File: config.mk
export PLATFORM = sky130hd
export DESIGN_NAME = keypad_scanner
export DESIGN_NICKNAME = d
export VERILOG_FILES = /design/src/rtl/keypad_pkg.sv /design/src/rtl/keypad_debounce.sv /design/src/rtl/keypad_scanner.sv
export SDC_FILE = /design/constraint.sdc
export NUM_CORES = 1
export LEC_CHECK = 0
export CAP_MARGIN = 40
export CORE_MARGIN = 2
export CORE_UTILIZATION = 56
export CTS_CLUSTER_DIAMETER = 100
export DETAILED_ROUTE_END_ITERATION = 8
export PLACE_DENSITY = 0.83
export SLEW_MARGIN = 20
export SYNTH_ARGS = -nofsm -noshare
export SYNTH_HDL_FRONTEND = slang
export SYNTH_SLANG_ARGS = --single-unit
File: constraint.sdc
create_clock -name clk -period 9.15 [get_ports clk]
set_input_delay 1.83 -clock clk [delete_from_list [all_inputs] [get_ports clk]]
set_output_delay 1.83 -clock clk [all_outputs]
set_load 0.1 [all_outputs]
File: src/rtl/keypad_pkg.sv
// Shared types, keymap and scan classification for the 4x4 keypad scanner.
// Auto-repeat (KEYPAD_REPEAT_EN) is handled in keypad_debounce.
package keypad_pkg;

  typedef logic [3:0] key_code_t;

  typedef enum logic [1:0] {
    IDLE,
    PRESS_WAIT,
    HELD,
    RELEASE_WAIT
  } deb_state_t;

  typedef enum logic [1:0] {
    NONE,
    SINGLE,
    MULTI
  } scan_class_t;

  typedef struct packed {
    scan_class_t cls;
    logic [3:0]  idx;
  } scan_res_t;

  // Indexed by {row, col}; column 0 is the leftmost key of a row.
  localparam key_code_t KEYMAP [16] = '{
    4'h1, 4'h2, 4'h3, 4'hA,
    4'h4, 4'h5, 4'h6, 4'hB,
    4'h7, 4'h8, 4'h9, 4'hC,
    4'h0, 4'hF, 4'hE, 4'hD
  };

  function automatic scan_res_t classify_scan(input logic [15:0] lows);
    scan_res_t  res;
    logic [4:0] n;
    logic [3:0] idx;
    n   = '0;
    idx = '0;
    for (int i = 0; i < 16; i++) begin
      if (lows[i]) begin
        n   = n + 5'd1;
        idx = i[3:0];
      end
    end
    res.idx = idx;
    if (n == 5'd0)      res.cls = NONE;
    else if (n == 5'd1) res.cls = SINGLE;
    else                res.cls = MULTI;
    return res;
  endfunction

endpackage

File: src/rtl/keypad_debounce.sv
// Debounce FSM and one-deep valid/ack key buffer for the keypad scanner.
// Define KEYPAD_REPEAT_EN to re-emit a held key every REPEAT_SCANS scans.
module keypad_debounce
  import keypad_pkg::*;
#(
  parameter int DEBOUNCE_SCANS = 4,
  parameter int REPEAT_SCANS   = 32
) (
  input  logic        clk,
  input  logic        reset,
  input  logic        scan_done,
  input  scan_class_t scan_class,
  input  key_code_t   scan_code,
  input  logic        key_ack,
  output key_code_t   key_code,
  output logic        key_valid,
  output logic        key_held,
  output logic        overflow
);

  if (DEBOUNCE_SCANS < 1 || DEBOUNCE_SCANS > 15) begin : g_bad_debounce
    $error("DEBOUNCE_SCANS must be in 1..15");
  end
  if (REPEAT_SCANS < 1 || REPEAT_SCANS > 255) begin : g_bad_repeat
    $error("REPEAT_SCANS must be in 1..255");
  end

  localparam logic [3:0] DEB_LAST = 4'(DEBOUNCE_SCANS);

  deb_state_t state_reg, state_next;
  logic [3:0] count_reg, count_next;
  key_code_t  cand_reg, cand_next;
  logic       emit;
  key_code_t  emit_code;

`ifdef KEYPAD_REPEAT_EN
  localparam logic [7:0] REP_LAST = 8'(REPEAT_SCANS);
  logic [7:0] rep_reg, rep_next;
`endif

  always_comb begin
    state_next = state_reg;
    count_next = count_reg;
    cand_next  = cand_reg;
    emit       = 1'b0;
    emit_code  = cand_reg;
`ifdef KEYPAD_REPEAT_EN
    rep_next   = rep_reg;
`endif
    if (scan_done) begin
      case (state_reg)
        IDLE: begin
          if (scan_class == SINGLE) begin
            cand_next  = scan_code;
            count_next = 4'd1;
            emit_code  = scan_code;
            if (DEB_LAST == 4'd1) begin
              state_next = HELD;
              emit       = 1'b1;
`ifdef KEYPAD_REPEAT_EN
              rep_next   = '0;
`endif
            end else begin
              state_next = PRESS_WAIT;
            end
          end
        end
        PRESS_WAIT: begin
          if (scan_class == SINGLE) begin
            if (scan_code == cand_reg) begin
              count_next = count_reg + 4'd1;
              if (count_reg + 4'd1 == DEB_LAST) begin
                state_next = HELD;
                emit       = 1'b1;
`ifdef KEYPAD_REPEAT_EN
                rep_next   = '0;
`endif
              end
            end else begin
              cand_next  = scan_code;
              count_next = 4'd1;
            end
          end else begin
            state_next = IDLE;
          end
        end
        HELD: begin
          if (scan_class == NONE) begin
            count_next = 4'd1;
            state_next = (DEB_LAST == 4'd1) ? IDLE : RELEASE_WAIT;
          end else begin
`ifdef KEYPAD_REPEAT_EN
            if (rep_reg + 8'd1 == REP_LAST) begin
              emit     = 1'b1;
              rep_next = '0;
            end else begin
              rep_next = rep_reg + 8'd1;
            end
`endif
          end
        end
        RELEASE_WAIT: begin
          if (scan_class == NONE) begin
            count_next = count_reg + 4'd1;
            if (count_reg + 4'd1 == DEB_LAST) state_next = IDLE;
          end else begin
            // Repeat counter is left frozen so a bounce resumes the cadence.
            state_next = HELD;
          end
        end
        default: state_next = IDLE;
      endcase
    end
  end

  always_ff @(posedge clk or negedge reset) begin
    if (!reset) begin
      state_reg <= IDLE;
      count_reg <= '0;
      cand_reg  <= '0;
      key_code  <= '0;
      key_valid <= 1'b0;
      overflow  <= 1'b0;
`ifdef KEYPAD_REPEAT_EN
      rep_reg   <= '0;
`endif
    end else begin
      state_reg <= state_next;
      count_reg <= count_next;
      cand_reg  <= cand_next;
`ifdef KEYPAD_REPEAT_EN
      rep_reg   <= rep_next;
`endif
      if (emit) begin
        if (!key_valid || key_ack) begin
          key_code  <= emit_code;
          key_valid <= 1'b1;
        end else begin
          overflow  <= 1'b1;
        end
      end else if (key_ack && key_valid) begin
        key_valid <= 1'b0;
        overflow  <= 1'b0;
      end
    end
  end

  assign key_held = (state_reg == HELD) || (state_reg == RELEASE_WAIT);

endmodule

File: src/rtl/keypad_scanner.sv
// 4x4 keypad row strobe, column synchronizer and scan classification.
// KEYPAD_REPEAT_EN enables auto-repeat of a held key in keypad_debounce.
module keypad_scanner
  import keypad_pkg::*;
#(
  parameter int SCAN_DIV       = 50000,
  parameter int DEBOUNCE_SCANS = 4,
  parameter int REPEAT_SCANS   = 32
) (
  input  logic       clk,
  input  logic       reset,
  output logic [3:0] row,
  input  logic [3:0] col,
  output logic [3:0] key_code,
  output logic       key_valid,
  input  logic       key_ack,
  output logic       key_held,
  output logic       overflow
);

  if (SCAN_DIV < 4) begin : g_bad_scan_div
    $error("SCAN_DIV must be >= 4");
  end

  localparam int DW = $clog2(SCAN_DIV);
  localparam logic [DW-1:0] DWELL_LAST = DW'(SCAN_DIV - 1);

  logic [DW-1:0] dwell_reg;
  logic [1:0]    row_idx_reg;
  logic [3:0]    col_meta_reg, col_sync_reg;
  logic [3:0]    lows_reg [3];
  logic          scan_done_reg;
  scan_class_t   scan_class_reg;
  key_code_t     scan_code_reg;
  logic          last_dwell;
  scan_res_t     scan_res;

  assign last_dwell = (dwell_reg == DWELL_LAST);
  // Row 3 is classified straight from the synchronizer on its sample cycle.
  assign scan_res = classify_scan({~col_sync_reg, lows_reg[2], lows_reg[1], lows_reg[0]});

  for (genvar gi = 0; gi < 4; gi++) begin : g_row
    assign row[gi] = (row_idx_reg != 2'(gi));
  end

  always_ff @(posedge clk or negedge reset) begin
    if (!reset) begin
      col_meta_reg   <= 4'b1111;
      col_sync_reg   <= 4'b1111;
      dwell_reg      <= '0;
      row_idx_reg    <= '0;
      scan_done_reg  <= 1'b0;
      scan_class_reg <= NONE;
      scan_code_reg  <= '0;
      for (int i = 0; i < 3; i++) lows_reg[i] <= '0;
    end else begin
      col_meta_reg  <= col;
      col_sync_reg  <= col_meta_reg;
      scan_done_reg <= 1'b0;
      if (last_dwell) begin
        dwell_reg   <= '0;
        row_idx_reg <= row_idx_reg + 2'd1;
        for (int i = 0; i < 3; i++) begin
          if (row_idx_reg == 2'(i)) lows_reg[i] <= ~col_sync_reg;
        end
        if (row_idx_reg == 2'd3) begin
          scan_done_reg  <= 1'b1;
          scan_class_reg <= scan_res.cls;
          scan_code_reg  <= KEYMAP[scan_res.idx];
        end
      end else begin
        dwell_reg <= dwell_reg + 1'b1;
      end
    end
  end

  keypad_debounce #(
    .DEBOUNCE_SCANS(DEBOUNCE_SCANS),
    .REPEAT_SCANS  (REPEAT_SCANS)
  ) u_debounce (
    .clk       (clk),
    .reset     (reset),
    .scan_done (scan_done_reg),
    .scan_class(scan_class_reg),
    .scan_code (scan_code_reg),
    .key_ack   (key_ack),
    .key_code  (key_code),
    .key_valid (key_valid),
    .key_held  (key_held),
    .overflow  (overflow)
  );

endmodule

==> flow_summary_export.csv <==
group,metric,value,unit
run_status,status,"finished, final reports clean",
cells_and_area,drive_gt1_frac,0.179,
routing,firstDrtPassIters,5,
setup_path,crit_top_cell,"ha_1",
yosys,ys_top_cells_by_area,"dfrtp_1 30%, ha_1 7.0%, xnor2_1 5.7%, nand2_1 4.9%, dfstp_2 4.7%",
run,drv_cap,0,
routing,drc,0,
sta,setup_tns,0,ns
yosys,synth_cells,498,
cells_and_area,area_growth,18.7,%
clock_tree,clk_latency,0.33,ns
die,start_util,0.578,
cells_and_area,mostFrequentLayoutCells,"57 x nand2_1, 52 x dfrtp_1, 36 x nor2_1, 36 x o21ai_0, 27 x xnor2_1",
power_and_ir_drop,ir_worst_vdd,0.000148,V
yosys,syn_area_per_cell,8.97,µm²
setup_path,r2r-start,"lows_reg[9]",
min_path,hold_class,"reg -> reg",
global_routing,grt_pass1_wl,15600,µm
clock_tree,cts_max_level,3,
cells_and_area,final_common_cell,"nand2_1",
die,io_pins,18,
setup_path,start_kind,"register",
clock_tree,cts_made_buffers,9,
yosys,synth_flop_cell,"dfrtp_1",
place,place.gp.congestion,0.817,
global_routing,antenna_found_initial,0,
yosys,synth_nets,530,
routing,wl_per_cell,14.7,µm
setup_path,setup.worst_path.end,"scan_class_reg[1]",
setup_path,critPathArrivalTime,9.18,ns
sta,drv_slew,0,
setup_path,critPathLaunch,"lows_reg[9]",
die,coreArea,7730,µm²
yosys,yosysTopAreaCellShare,0.297,
die,design.die.area,8710,µm²
setup_path,r2r_cells,49,
yosys,synth-seq-cells,61,
cells_and_area,finalNonFillerCells,634,
global_routing,grt_usage,0.220,
setup_path,regToRegSetupSlack,0.21,ns
sta,period_needed,8.94,ns
place,port-buffer-count,17,
routing,vias_per_cell,5.73,
cells_and_area,largest_reg_flops,16,
power_and_ir_drop,powerDensity,108,nW/µm²
place,dp_hpwl,6360,µm
setup_path,slowest_delay,0.40,ns
setup_path,worstReg2RegEnd,"scan_class_reg[1]",
setup_path,cp_max_fo,5,
setup_path,required,9.39,ns
clock_tree,cts_root_buf,"clkbuf_8",
die,die_h,93.3,µm
global_routing,grt-ovfl-total,0,
global_routing,first_global_vias,3515,
yosys,ys_warn_count,0,
sta,final-setup-viol-count,0,
clock_tree,cts_hold_buf,0,
routing,vias,3632,
cells_and_area,diodes,0,
yosys,ys_types,68,
routing,drt-total-wl,9340,µm
clock_tree,clock-sinks,61,
yosys,yosysSeqAreaShare,0.344,
sta,finalClockSkew,0.00302,ns
global_routing,grt_max_degree,62,
sta,worst_pin_slew,0.755,ns
routing,first_iter_violations,199,
sta,timing.final.crit_share,0.977,
setup_path,endpoint_kind,"register",
die,dieWidth,93.3,µm
cells_and_area,num-nets-final,559,
sta,max_freq,112,MHz
sta,slew_headroom,0.493,
routing,postRouteAntennaNets,0,
sta,hold_violations,0,
die,rows,32,
clock_tree,path_clk_slew,0.06,ns
clock_tree,cts_tree,"done",
place,place_inst,608,
yosys,synth_edf_count,0,
yosys,mappedNetlistArea,4470,µm²
yosys,yosys.area.top_type,"dfrtp_1",
clock_tree,clk_path_buf_depth,2,
power_and_ir_drop,power,0.575,mW
yosys,async_reset_ff_frac,1.00,
setup_path,cp_slowest_cell,"dfrtp_1",
setup_path,criticalPathCategory,"reg -> reg",
power_and_ir_drop,p_leak,2.39,nW
-- worst min path at each step --
stage / from / end / slack (ns) / depth (start not counted)
final: col_meta_reg[3] / col_sync_reg[3] / 0.35 / 0
after global routing: col_meta_reg[3] / col_sync_reg[3] / 0.36 / 0
after floorplan: col_meta_reg[0] / col_sync_reg[0] / 0.35 / 0
after CTS: col_meta_reg[3] / col_sync_reg[3] / 0.36 / 0
after detailed placement: col_meta_reg[3] / col_sync_reg[3] / 0.35 / 0
after global placement: col_meta_reg[3] / col_sync_reg[3] / 0.35 / 0
-- cell type report --
cell class	count	area, µm²
clock buffers	13	159
flip-flops and latches	61	1540
fillers	559	2430
multi-input cells	391	2890
well taps	102	128
inverters	25	93.8
repair buffers	39	430
clock inverters	3	67.6
-- power breakdown --
| group | internal (mW) | leakage (nW) | switching, mW |
|---|---|---|---|
| clock network | 0.168 | 0.110 | 0.0994 |
| registers | 0.273 | 0.804 | 0.00359 |
| logic | 0.0133 | 1.47 | 0.0168 |
| total | 0.455 | 2.39 | 0.120 |
-- repair_timing --
action                                  in CTS  in global routing
endpoints found under the setup margin       2                  2
resized for setup                            2                 26
setup buffers                                1                  7
pin swaps                                    1                 10
-- kinds of logic (layout without fill, tap and decap cells) --
| family | Yosys count | after routing | share of synthesized area |
|---|---|---|---|
| DFF | 61 | 61 | 0.344 |
| buffers and inverters | 46 | 80 | 0.0401 |
| xor gates and xnor gates | 57 | 57 | 0.140 |
| AOI/OAI and AO/OA | 103 | 103 | 0.154 |
| adders and majority gates | 25 | 25 | 0.0700 |
| and+or+nand+nor | 191 | 191 | 0.215 |
| muxes | 15 | 15 | 0.0364 |
-- per-stage QoR --
stage | util | instance area, µm² | worst slack (ns) | hold slack (ns)
4_1_cts | 0.659 | 5090 | 0.0587 | 0.357
3_5_place_dp | 0.627 | 4850 | -0.203 | 0.347
3_3_place_gp | 0.606 | 4680 | 0.342 | 0.346
5_1_grt | 0.686 | 5300 | -0.279 | 0.358
6_report | 0.686 | 5300 | 0.209 | 0.355
2_1_floorplan | - | 4470 | 0.640 | 0.345
-- worst max-delay path, delay by kind of cell, from the launching register on --
family | cells | cell delay [ns]
fa+ha+maj | 14 | 3.79
buf+inv | 5 | 0.42
compound gates | 11 | 1.42
flops | 1 | 0.40
simple gates | 17 | 2.25
mux | 2 | 0.54
-- synth_stat cells, types with 6 or more instances --
cell / instances
nand2_1: 58
dfrtp_1: 53
nor2_1: 39
o21ai_0: 37
xnor2_1: 29
ha_1: 25
inv_1: 25
nand3_1: 23
clkbuf_1: 18
xor2_1: 18
a21oi_1: 17
and3_1: 11
nand2b_1: 11
nor2b_1: 10
dfstp_2: 8
mux2i_1: 8
mux2_2: 6
o22ai_1: 6
-- layer usage --
metal,track usage,wire length (µm),vias to the layer above
li1,-,-,1795
met3,0.0379,295,20
met5,0,0,-
met4,0.0748,176,0
met1,0.289,4160,1742
met2,0.369,4710,75
No activity file was read; power rests on OpenSTA's default activity.
